==> config.mk <==
export PLATFORM = sky130hd
export DESIGN_NAME = sprinkler_zone_encoder
export DESIGN_NICKNAME = d
export VERILOG_FILES = /design/src/rtl/sprinkler_zone_encoder.sv
export SDC_FILE = /design/constraint.sdc
export NUM_CORES = 1
export LEC_CHECK = 0
export ABC_CLOCK_PERIOD_IN_PS = 3900
export BUFFER_PORTS_ARGS = -buffer_cell sky130_fd_sc_hd__buf_2
export CAP_MARGIN = 10
export CORE_MARGIN = 1
export CORE_UTILIZATION = 59
export CTS_BUF_LIST = sky130_fd_sc_hd__clkbuf_8 sky130_fd_sc_hd__clkbuf_16
export CTS_CLUSTER_SIZE = 14
export DETAILED_ROUTE_END_ITERATION = 8
export MAX_ROUTING_LAYER = met4
export PLACE_DENSITY_LB_ADDON = 0.25
export SYNTH_ARGS = -nofsm -noshare
export SYNTH_HDL_FRONTEND = slang
export SYNTH_SLANG_ARGS = --single-unit
==> constraint.sdc <==
create_clock -name clk -period 3.9 [get_ports clk]
set_input_delay 0.78 -clock clk [delete_from_list [all_inputs] [get_ports clk]]
set_output_delay 0.78 -clock clk [all_outputs]
set_load 0.005 [all_outputs]
==> src/rtl/sprinkler_zone_encoder.sv <==
// -----------------------------------------------------------------------------
// sprinkler_zone_encoder
//
// Purpose: serves up to eight irrigation zone requests one at a time. Zones
// are chosen round-robin, each selected zone is held open for DWELL clock
// cycles, and the selection is presented as a 3-to-8 decoder drive
// (enable E plus index A/B/C).
//
// Optional feature, macro SPRINKLER_ENC_GAP_EN:
//   When defined, one break-before-make cycle (E=0, busy=1, index already
//   showing the next zone) is inserted between consecutive zones, including
//   when the same zone is reselected. When undefined, the GAP state does not
//   exist and zones follow each other back-to-back.
//
// Ports:
//   clk        in   single clock, rising-edge active
//   rst        in   synchronous active-high reset
//   req[7:0]   in   per-zone watering requests, bit i = zone i
//   E          out  decoder enable, 1 = selected valve open
//   A, B, C    out  selected zone index, A = MSB, C = LSB
//   busy       out  1 whenever the FSM is not idle
//   zone_done  out  one-cycle pulse on the final enabled cycle of a zone
//
// All outputs come straight from flops, so req has no combinational path to
// any output.
// -----------------------------------------------------------------------------
module sprinkler_zone_encoder #(
  parameter int DWELL = 16
) (
  input  logic       clk,
  input  logic       rst,
  input  logic [7:0] req,
  output logic       E,
  output logic       A,
  output logic       B,
  output logic       C,
  output logic       busy,
  output logic       zone_done
);

`ifdef SPRINKLER_ENC_GAP_EN
  typedef enum logic [1:0] {
    ST_IDLE = 2'd0,
    ST_RUN  = 2'd1,
    ST_GAP  = 2'd2
  } state_t;
`else
  typedef enum logic [0:0] {
    ST_IDLE = 1'b0,
    ST_RUN  = 1'b1
  } state_t;
`endif

  // The dwell counter runs DWELL-1 .. 0, so a zone is open for DWELL cycles.
  localparam logic [7:0] LP_LOAD = 8'(DWELL - 1);

  state_t     r_state, w_state_nxt;
  logic [7:0] r_cnt,   w_cnt_nxt;
  logic [2:0] r_last,  w_last_nxt;
  logic [2:0] r_zone,  w_zone_nxt;
  logic       r_en,    w_en_nxt;
  logic       r_busy,  w_busy_nxt;
  logic       r_done,  w_done_nxt;

  logic       w_found;
  logic [2:0] w_sel;
  logic [2:0] w_idx;

  // Round-robin search starting one past the last served zone. The offset
  // of 8 wraps back onto r_last itself, so the current zone is the final
  // candidate. Selection is only ever used when w_found is set, which keeps
  // the valve from opening on an index nobody asked for.
  always_comb begin : rr_search
    w_found = 1'b0;
    w_sel   = 3'd0;
    w_idx   = 3'd0;
    for (int k = 1; k <= 8; k++) begin
      w_idx = r_last + 3'(k);
      if (!w_found && req[w_idx]) begin
        w_found = 1'b1;
        w_sel   = w_idx;
      end
    end
  end

  always_comb begin : fsm_next
    w_state_nxt = r_state;
    w_cnt_nxt   = r_cnt;
    w_last_nxt  = r_last;
    w_zone_nxt  = r_zone;
    w_en_nxt    = r_en;
    w_busy_nxt  = r_busy;
    w_done_nxt  = 1'b0;

    case (r_state)
      ST_IDLE: begin
        if (w_found) begin
          w_state_nxt = ST_RUN;
          w_cnt_nxt   = LP_LOAD;
          w_last_nxt  = w_sel;
          w_zone_nxt  = w_sel;
          w_en_nxt    = 1'b1;
          w_busy_nxt  = 1'b1;
        end else begin
          w_cnt_nxt   = 8'd0;
          w_zone_nxt  = 3'd0;
          w_en_nxt    = 1'b0;
          w_busy_nxt  = 1'b0;
        end
      end

      ST_RUN: begin
        if (r_cnt != 8'd0) begin
          // A started zone always runs out; req is not looked at here.
          w_cnt_nxt  = r_cnt - 8'd1;
          w_done_nxt = (r_cnt == 8'd1);
        end else if (w_found) begin
`ifdef SPRINKLER_ENC_GAP_EN
          // Close the valve for one cycle while the index already shows the
          // next zone; the dwell count is loaded on the way out of GAP.
          w_state_nxt = ST_GAP;
          w_cnt_nxt   = 8'd0;
          w_last_nxt  = w_sel;
          w_zone_nxt  = w_sel;
          w_en_nxt    = 1'b0;
          w_busy_nxt  = 1'b1;
`else
          w_state_nxt = ST_RUN;
          w_cnt_nxt   = LP_LOAD;
          w_last_nxt  = w_sel;
          w_zone_nxt  = w_sel;
          w_en_nxt    = 1'b1;
          w_busy_nxt  = 1'b1;
`endif
        end else begin
          w_state_nxt = ST_IDLE;
          w_cnt_nxt   = 8'd0;
          w_zone_nxt  = 3'd0;
          w_en_nxt    = 1'b0;
          w_busy_nxt  = 1'b0;
        end
      end

`ifdef SPRINKLER_ENC_GAP_EN
      ST_GAP: begin
        w_state_nxt = ST_RUN;
        w_cnt_nxt   = LP_LOAD;
        w_en_nxt    = 1'b1;
        w_busy_nxt  = 1'b1;
      end
`endif

      default: begin
        w_state_nxt = ST_IDLE;
        w_cnt_nxt   = 8'd0;
        w_zone_nxt  = 3'd0;
        w_en_nxt    = 1'b0;
        w_busy_nxt  = 1'b0;
      end
    endcase
  end

  always_ff @(posedge clk) begin : fsm_regs
    if (rst) begin
      r_state <= ST_IDLE;
      r_cnt   <= 8'd0;
      r_last  <= 3'd7;
      r_zone  <= 3'd0;
      r_en    <= 1'b0;
      r_busy  <= 1'b0;
      r_done  <= 1'b0;
    end else begin
      r_state <= w_state_nxt;
      r_cnt   <= w_cnt_nxt;
      r_last  <= w_last_nxt;
      r_zone  <= w_zone_nxt;
      r_en    <= w_en_nxt;
      r_busy  <= w_busy_nxt;
      r_done  <= w_done_nxt;
    end
  end

  assign E         = r_en;
  assign A         = r_zone[2];
  assign B         = r_zone[1];
  assign C         = r_zone[0];
  assign busy      = r_busy;
  assign zone_done = r_done;

endmodule

==> results of run 1 <==
registers in the layout (all words and copies together), names as in the netlist:
signal / cells
busy: 1
zone_done: 1
r_zone: 3
r_last: 3
r_cnt: 8
r_state: 1
synthesized netlist by cell type, drive strengths merged, types with 6 or more instances:
library cell	instances
nand3	10
buf	7
nor2	14
o21ai	7
dfxtp	17
xnor2	7
mux4	8
nand2	21
a21oi	12
inv	12
nand2b	6
mux2i	13
worst reg2reg max path: stages, from the launching register on:
cell and delay [ps]:
dfxtp_1 330, inv_1 110, ha_1 640, mux2i_1 300
mux4_2 280, nor3b_1 350, o2111ai_2 280, a2111oi_2 440
a21o_2 260, a21oi_1 50
final cells by class:
| cell class | count | area, sq um |
|---|---|---|
| Tap cell | 31 | 38.8 |
| Clock inverter | 1 | 5.00 |
| Multi-Input combinational cell | 156 | 1240 |
| Sequential cell | 17 | 340 |
| Timing Repair Buffer | 18 | 97.6 |
| Fill cell | 224 | 930 |
| Inverter | 12 | 45.0 |
| Clock buffer | 3 | 41.3 |
placed cells by master, fill, tap and decap left out, drive strengths merged, types with 2 or more instances in the layout:
master,n
and2,3
nand2b,6
o221ai,3
ha,5
a2bb2oi,2
a211o,2
a311oi,2
xnor2,7
mux2,2
nor3,3
nor2,14
nand3,10
o21ai,7
mux2i,13
buf,18
a21oi,12
xor2,3
clkbuf,3
nand2,21
o311ai,2
mux4,8
o41ai,3
dfxtp,17
o211ai,3
inv,12
o2111ai,2
o32ai,2
a211oi,2
power by group through the flow:
stage	combinational [mW]	clock (mW)	sequential [mW]
CTS	1.34	0.131	0.262
floorplan	1.11	0	0.243
global placement	1.32	0	0.263
global route	1.48	0.141	0.270
finish	1.37	0.130	0.262
detailed placement	1.34	0	0.265
layer usage:
layer	vias up	track usage (%)
met5	-	-
met4	0	12.5
met3	10	4.45
met2	66	51.1
met1	803	35.1
li1	766	-
stage by stage:
step                      power, mW  instance area [sq um]  std cells  util [%]
after detailed placement       1.60                   1760        234      64.3
after floorplan                1.35                   1680        195         -
final                          1.76                   1800        238      66.0
after global placement         1.58                   1760        234      64.3
after CTS                      1.74                   1800        238      66.0
after global routing           1.89                   1800        238      66.0
logic make-up (layout without fill, tap and decap cells):
family	after synthesis	after routing
buffers and inverters	22	34
adders and majority gates	5	5
xor gates and xnor gates	10	10
AOI/OAI and AO/OA	52	52
muxes	23	23
and+or+nand+nor	66	66
DFF	17	17
final timing paths:
kind                     startpoint                endpoint  slack [ps]  cells past startpoint
max          r_last[0]$_SDFFE_PP1P_     r_cnt[3]$_SDFF_PP0_         730                      9
max reg2reg  r_last[0]$_SDFFE_PP1P_     r_cnt[3]$_SDFF_PP0_         730                      9
min reg2reg  r_zone[0]$_SDFFE_PP0P_  r_zone[0]$_SDFFE_PP0P_         490                      2
min          r_zone[0]$_SDFFE_PP0P_  r_zone[0]$_SDFFE_PP0P_         490                      2
==> impl_metrics.csv, run 1 <==
group,metric,value,unit
status,status,"finished, final reports clean",
worst_setup_path,crit_slowest_cell,"ha_1",
global_routing,antenna_found_initial,0,
worst_setup_path,crit_family,"compound AO/OA/AOI/OAI gates",
sta,hold_ws,491,ps
placed_design,pre_cts_slack,806,ps
detailed_routing,antenna_left,0,
cts,cts_repair_resize_count,0,
synthesis,syn_inst,195,
cts,ctsHoldBuffers,0,
detailed_routing,highest_layer,"met4",
power,irDropWorstVdd,0.616,mV
cts,worstSkewPairLatency,250,ps
global_routing,grt_pass1_vias,1594,
cts,clkTransAtPathRegs,70,ps
placed_design,gp_congestion,0.973,
sta,final.setup.tns,0,ps
power,p_switching,910,uW
cells_and_area,diodes,0,
floorplanning,die-area,3070,sq um
detailed_routing,wl_per_cell,17.5,microns
synthesis,synthSimpleGateAreaFrac,19.1,%
detailed_routing,vias_per_cell,6.91,
detailed_routing,firstDrtPassIters,4,
power,cellLeakagePower,0.742,nW
worst_setup_path,crit_arrival,3290,ps
worst_setup_path,critPathLaunchType,"register",
synthesis,synth-edff-count,0,
detailed_routing,drc,0,
detailed_routing,met1_length,1670,microns
synthesis,async_reset_ff_share,0,%
synthesis,synth.distinct_cells,58,
global_routing,grtUsageTotal,29.9,%
cts,cts_sinks,17,
sta,fin_crit,3170,ps
cts,clockRootBuffer,"clkbuf_8",
sta,hold_violations,0,
synthesis,ys_seq_area_share,20.2,%
sta,tightest_slew,729,ps
sta,rsz0062_at_grt,"no",
synthesis,synth_fp_nets,210,
synthesis,synth_compound_gate_area_share,25.0,%
worst_setup_path,critical_path.endpoint_type,"register",
synthesis,ys_warn_count,0,
global_routing,grt_pass1_wl,7180,microns
synthesis,avgSynthCellArea,8.64,sq um
cts,max-clock-path-buffers,2,
floorplanning,fp.dieW,55.4,microns
floorplanning,num_io_pins,16,
synthesis,synth_top_area_share,20.2,%
sta,maxSlewViolCount,0,
floorplanning,start_util,61.6,%
cts,cts_tree,"built",
worst_setup_path,worstPathCellList,"inv_1, ha_1, mux2i_1, mux4_2, nor3b_1, o2111ai_2, a2111oi_2, a21o_2, a21oi_1",
flow_run,drv_cap,0,
placed_design,portBuffers,15,
synthesis,synth_top_area_cell,"dfxtp_1",
sta,setup_viol,0,
synthesis,syn_area,1680,sq um
synthesis,synth_xor_area_share,5.65,%
placed_design,place.detailed.hpwl,3210,microns
cells_and_area,nNetsFinal,223,
worst_setup_path,path_buf_inv,1,
synthesis,netlist_top_cells_area,"dfxtp_1 20%, mux4_2 11%, mux2i_1 7.1%, nand2_1 4.7%, ha_1 3.7%",
detailed_routing,routed_wl,4160,microns
cells_and_area,drive_gt1_share,21.7,%
power,pwr-share-comb,77.7,%
detailed_routing,wl_met2,2150,microns
cts,htreeDepth,1,
synthesis,synthMuxAreaShare,20.0,%
worst_setup_path,crit_fanout,11,
sta,setup_ws,731,ps
power,swShare,51.8,%
power,clockPowerShare,7.4,%
cts,cts_setup_buffers,0,
cts,cts_made_buffers,3,
synthesis,synth_fa_ha_area_share,3.71,%
floorplanning,num_rows,19,
synthesis,synth_top_family_by_area,"compound AO/OA/AOI/OAI gates",
detailed_routing,vias,1645,
detailed_routing,met3_length,252,microns
power,p_seq_share,14.9,%
sta,fmax,0.316,GHz
power,cellPowerDensity,975,nW/um^2
synthesis,synth-seq-cells,17,
worst_setup_path,setup.worst_path.class,"reg2reg",
floorplanning,die_h,55.4,microns
global_routing,grt_max_degree,22,
sta,skew,1.81,ps
sta,timing.final.crit_share,81.3,%
synthesis,synth_top_flop_cell,"dfxtp_1",
worst_setup_path,cpPeakStageDelay,630,ps
sta,slew_headroom,51.4,%
power,p_int,849,uW
detailed_routing,drtIter0Drc,80,
global_routing,grt_overflow,0,
worst_setup_path,required,4020,ps
worst_hold_path,hp-class,"reg2reg",
floorplanning,core_region_area,2730,sq um
cells_and_area,areaGrowthSynthToFinish,7.13,%
(Power assumes the default switching activity.)
==> inputs of run 2 (changes only) <==
ABC_CLOCK_PERIOD_IN_PS = 3200   (was 3900)
clock period = 3.2 ns   (was 3.9 ns; I/O delays follow)
==> run 2 against run 1 <==
Via count down 1.5%. First-iteration DRC count up 3.8%. Clock skew down 0.86 ps. Global-route usage up 0.26 points. Sequential share of layout area down 0.40 points. Register-to-register slack worse by 460 ps. Sequential power up 18%. Non-clock buffer count up 5. Worst setup slack worse by 460 ps. Cell area up 2.1%. Wire length up 0.55%. Clock power up 18%.
==> impl_metrics.csv, run 2 (synthesis results as in run 1) <==
group,metric,value,unit
power,swShare,50.4,%
sta,hold_violations,0,
cts,htreeDepth,1,
cells_and_area,areaGrowthSynthToFinish,9.44,%
global_routing,grtUsageTotal,30.2,%
status,status,"finished, final reports clean",
worst_setup_path,required,3300,ps
power,clockPowerShare,6.9,%
floorplanning,core_region_area,2730,sq um
detailed_routing,drc,0,
sta,tightest_slew,523,ps
power,irDropWorstVdd,0.737,mV
power,pwr-share-comb,79.0,%
worst_setup_path,crit_fanout,9,
cells_and_area,regMostFlops,"r_cnt",
cts,cts_tree,"built",
detailed_routing,drtIter0Drc,83,
sta,fin_crit,2930,ps
detailed_routing,vias,1621,
worst_setup_path,critical_path.endpoint_type,"register",
worst_setup_path,crit_slowest_cell,"o32ai_1",
sta,rsz0062_at_grt,"no",
cts,clkTransAtPathRegs,60,ps
cells_and_area,final_common_cell,"nand2_1",
worst_setup_path,setup.worst_path.class,"reg2reg",
floorplanning,num_io_pins,16,
worst_setup_path,worstPathCellList,"inv_1, ha_2, buf_4, mux2i_1, mux2i_1, o211ai_2, o2111ai_2, o32ai_1, o221ai_1",
floorplanning,die-area,3070,sq um
worst_setup_path,crit_top_cell,"mux2i_1",
power,p_switching,1.11,mW
cts,cts_made_buffers,3,
floorplanning,fp.dieW,55.4,microns
floorplanning,num_rows,19,
detailed_routing,routed_wl,4180,microns
cells_and_area,nNetsFinal,228,
placed_design,place.detailed.hpwl,3210,microns
sta,final.setup.tns,0,ps
sta,slew_headroom,65.1,%
power,cellLeakagePower,0.765,nW
detailed_routing,firstDrtPassIters,4,
detailed_routing,antenna_left,0,
cts,clockRootBuffer,"clkbuf_8",
sta,setup_viol,0,
flow_run,drv_cap,0,
cells_and_area,largestRegisters,"r_cnt: 8 flops, r_last: 3 flops, r_zone: 3 flops",
worst_setup_path,cpPeakStageDelay,510,ps
cts,max-clock-path-buffers,2,
cts,worstSkewPairLatency,250,ps
cts,cts_sinks,17,
global_routing,grt_pass1_wl,7100,microns
cells_and_area,mostFrequentLayoutCells,"21 x nand2_1, 17 x dfxtp_1, 15 x buf_2",
worst_setup_path,critPathLaunchType,"register",
power,p_int,1.09,mW
cells_and_area,drive_gt1_share,23.6,%
detailed_routing,vias_per_cell,6.67,
global_routing,grt_max_degree,22,
worst_hold_path,hp-class,"reg2reg",
power,p_seq_share,14.1,%
sta,skew,0.944,ps
cts,ctsHoldBuffers,0,
power,cellPowerDensity,1190,nW/um^2
global_routing,antenna_found_initial,0,
placed_design,gp_congestion,0.929,
power,total_power,2.20,mW
sta,timing.final.crit_share,91.5,%
placed_design,portBuffers,15,
cells_and_area,largest_register_ff_count,8,
global_routing,grt_pass1_vias,1549,
worst_setup_path,crit_arrival,3030,ps
floorplanning,start_util,61.6,%
cells_and_area,diodes,0,
floorplanning,die_h,55.4,microns
sta,maxSlewViolCount,0,
sta,fmax,0.342,GHz
global_routing,grt_overflow,0,
detailed_routing,wl_per_cell,17.2,microns
run 2: cell types whose count changed in the layout (fill, tap and decap cells not counted), sizes merged:
cell	change
buf	+5
clkinv	-1
inv	+1
run 2: routing by layer:
| metal | routed length (microns) | share of wire, % | GRT usage (%) |
|---|---|---|---|
| met2 | 2170 | 52 | 49.9 |
| met1 | 1680 | 40 | 36.0 |
| met3 | 197 | 4.7 | 2.11 |
| met5 | 0 | 0 | - |
| met4 | 127 | 3.0 | 18.2 |
run 2: path summary, 6_finish.rpt:
kind | start | end | slack [ps] | cells past startpoint
max reg2reg | r_last[1]$_SDFFE_PP1P_ | r_last[2]$_SDFFE_PP1P_ | 270 | 9
max | r_last[1]$_SDFFE_PP1P_ | r_last[2]$_SDFFE_PP1P_ | 270 | 9
min | r_zone[0]$_SDFFE_PP0P_ | r_zone[0]$_SDFFE_PP0P_ | 490 | 2
min reg2reg | r_zone[0]$_SDFFE_PP0P_ | r_zone[0]$_SDFFE_PP0P_ | 490 | 2
run 2: layout make-up:
cell class / instances / area [sq um]
Timing Repair Buffer: 23 / 135
Multi-Input combinational cell: 156 / 1240
Clock inverter: 1 / 3.75
Sequential cell: 17 / 340
Tap cell: 31 / 38.8
Clock buffer: 3 / 41.3
Inverter: 12 / 45.0
Fill cell: 230 / 891
run 2: worst max-delay path, delay by kind of cell, from the launching register on:
family                     cells  cell delay (ps)
DFF                            1              320
muxes                          2              460
adders and majority gates      1              470
buffers and inverters          2              260
AOI/OAI and AO/OA              4             1270
run 2: timing repair:
item	in CTS	in global routing
setup endpoints to repair	0	2
resized for setup	0	1
buffers inserted	0	0
run 2: stage by stage:
stage	setup slack, ps	utilization [%]	instance area, sq um	instances	hold slack (ps)
after floorplan	372	-	1680	195	462
after global placement	321	65.7	1800	239	455
after detailed placement	173	65.7	1800	239	474
after CTS	172	67.3	1840	243	491
after global routing	89.6	67.4	1840	243	504
final	273	67.4	1840	243	487
run 2: power groups by stage:
stage | Combinational, mW | Sequential [mW] | Clock [mW]
floorplan | 1.35 | 0.297 | 0
global placement | 1.66 | 0.312 | 0
detailed placement | 1.69 | 0.313 | 0
CTS | 1.70 | 0.308 | 0.157
global route | 1.89 | 0.318 | 0.166
finish | 1.74 | 0.310 | 0.153
==> inputs of run 3 (changes only) <==
CORE_UTILIZATION = 45   (was 59)
PLACE_DENSITY = 0.73   (was default)
PLACE_DENSITY_LB_ADDON = default   (was 0.25)
==> run 3 against run 2 <==
First-iteration DRC count increased by 67%. Core utilization shrank 14 points. Combinational power barely moved. Hold slack better by 2.6 ps. Register-to-register slack about the same. Sequential power down 6.5%. Highest routed layer unchanged. Clock skew increased by 0.78 ps.
==> impl_metrics.csv, run 3 (synthesis results as in run 1) <==
group,metric,value,unit
sta,rsz0062_at_grt,"no",
cells_and_area,largest_register_ff_count,8,
global_routing,top_usage_layer,"met2",
global_routing,grt_pass1_wl,7020,microns
worst_setup_path,crit_fanout,10,
cts,cts_setup_buffers,0,
cells_and_area,multi_input_area,1240,sq um
detailed_routing,vias_per_cell,6.30,
sta,skew,1.72,ps
detailed_routing,vias,1618,
worst_setup_path,setup.worst_path.class,"reg2reg",
detailed_routing,routed_wl,4100,microns
cells_and_area,drive_gt1_share,23.7,%
floorplanning,num_rows,21,
global_routing,antenna_found_initial,0,
global_routing,met2_usage,33.3,%
cts,max-clock-path-buffers,2,
cells_and_area,nNetsFinal,227,
power,irDropWorstVdd,0.340,mV
cts,cts_sinks,17,
worst_setup_path,crit_arrival,3030,ps
sta,tightest_slew,432,ps
cts,cts_repair_resize_count,0,
detailed_routing,wl_per_cell,15.9,microns
power,cellLeakagePower,0.762,nW
cts,ctsHoldBuffers,0,
cells_and_area,areaGrowthSynthToFinish,10.4,%
global_routing,use_met3,4.71,%
power,cellPowerDensity,1170,nW/um^2
placed_design,gp_congestion,0.968,
sta,hold_violations,0,
floorplanning,core_region_area,3470,sq um
placed_design,place_inst,253,
floorplanning,start_util,48.6,%
cells_and_area,n_fill_cell,330,
detailed_routing,firstDrtPassIters,5,
cells_and_area,diodes,0,
worst_setup_path,critical_path.endpoint_type,"register",
cts,cts_made_buffers,3,
worst_setup_path,required,3310,ps
status,status,"finished, final reports clean",
cells_and_area,regMostFlops,"r_cnt",
cts,clockRootBuffer,"clkbuf_8",
detailed_routing,antenna_left,0,
sta,slew_headroom,71.1,%
placed_design,place.detailed.hpwl,2990,microns
sta,setup_viol,0,
cells_and_area,seq_area,340,sq um
detailed_routing,drtIter0Drc,139,
floorplanning,die_h,63.2,microns
global_routing,grt_overflow,0,
sta,setup_ws,282,ps
cells_and_area,final_common_cell,"nand2_1",
placed_design,dpl-instance-area,1810,sq um
floorplanning,fp.dieW,63.2,microns
cells_and_area,instances_no_fill,257,
sta,timing.final.crit_share,91.2,%
placed_design,portBuffers,15,
sta,final.setup.tns,0,ps
sta,fmax,0.343,GHz
global_routing,use_met1,30.9,%
power,total_power,2.18,mW
cts,htreeDepth,1,
cells_and_area,mostFrequentLayoutCells,"21 x nand2_1, 17 x dfxtp_1, 15 x buf_2",
cells_and_area,design_area,1860,sq um
global_routing,grtUsageTotal,22.7,%
worst_setup_path,critPathLaunchType,"register",
flow_run,drv_cap,0,
sta,maxSlewViolCount,0,
global_routing,grt_pass1_vias,1516,
floorplanning,num_io_pins,16,
cts,worstSkewPairLatency,250,ps
cts,cts_tree,"built",
global_routing,grt_max_degree,22,
sta,fin_crit,2920,ps
worst_hold_path,hp-class,"reg2reg",
cells_and_area,largestRegisters,"r_cnt: 8 flops, r_last: 3 flops, r_zone: 3 flops",
placed_design,pre_cts_slack,156,ps
detailed_routing,drc,0,
cts,clkTransAtPathRegs,60,ps
floorplanning,die-area,3990,sq um
run 3: cell count changes in the layout (fill, tap and decap cells not counted):
cell     delta
buf_4       -1
nor3b_1     -1
nor3b_2     +1
run 3: stage by stage:
step,hold slack [ps],util [%]
6_report,489,53.6
5_1_grt,521,53.6
4_1_cts,495,53.4
3_5_place_dp,485,52.1
3_3_place_gp,475,52.1
2_1_floorplan,462,-
run 3: final timing paths:
kind	cells after the start	slack [ps]	endpoint	from
max	9	280	r_last[2]$_SDFFE_PP1P_	r_last[1]$_SDFFE_PP1P_
min	2	490	r_zone[0]$_SDFFE_PP0P_	r_zone[0]$_SDFFE_PP0P_
max reg2reg	9	280	r_last[2]$_SDFFE_PP1P_	r_last[1]$_SDFFE_PP1P_
min reg2reg	2	490	r_zone[0]$_SDFFE_PP0P_	r_zone[0]$_SDFFE_PP0P_
run 3: layout make-up:
cell class	count	share of cell area, %
clock buffers	3	2.22
clock inverters	1	0.202
inverters	12	2.42
multi-input cells	156	66.9
flip-flops and latches	17	18.3
well taps	46	3.10
repair buffers	22	6.86
run 3: power by group:
group	internal [mW]	total [mW]	switching, mW
combinational	0.740	1.74	0.995
clock	0.0851	0.157	0.0716
sequential	0.260	0.290	0.0300
total	1.08	2.18	1.10
run 3: critical path, cell delays in order, from the launching register on:
cell and delay (ps):
dfxtp_1 330, inv_1 70, ha_2 480, buf_4 190, mux2i_1 300, mux2i_1 140
o221ai_2 290, o2111ai_2 270, o32ai_1 500, o221ai_1 190
run 3: per-layer routing:
layer  share of wire [%]  wire [microns]  vias to the layer above
met5                   0               0                        -
met4                 1.3              55                        0
met3                 7.1             291                        8
met2                  46            1870                       72
met1                  46            1890                      772
li1                    -               -                      766
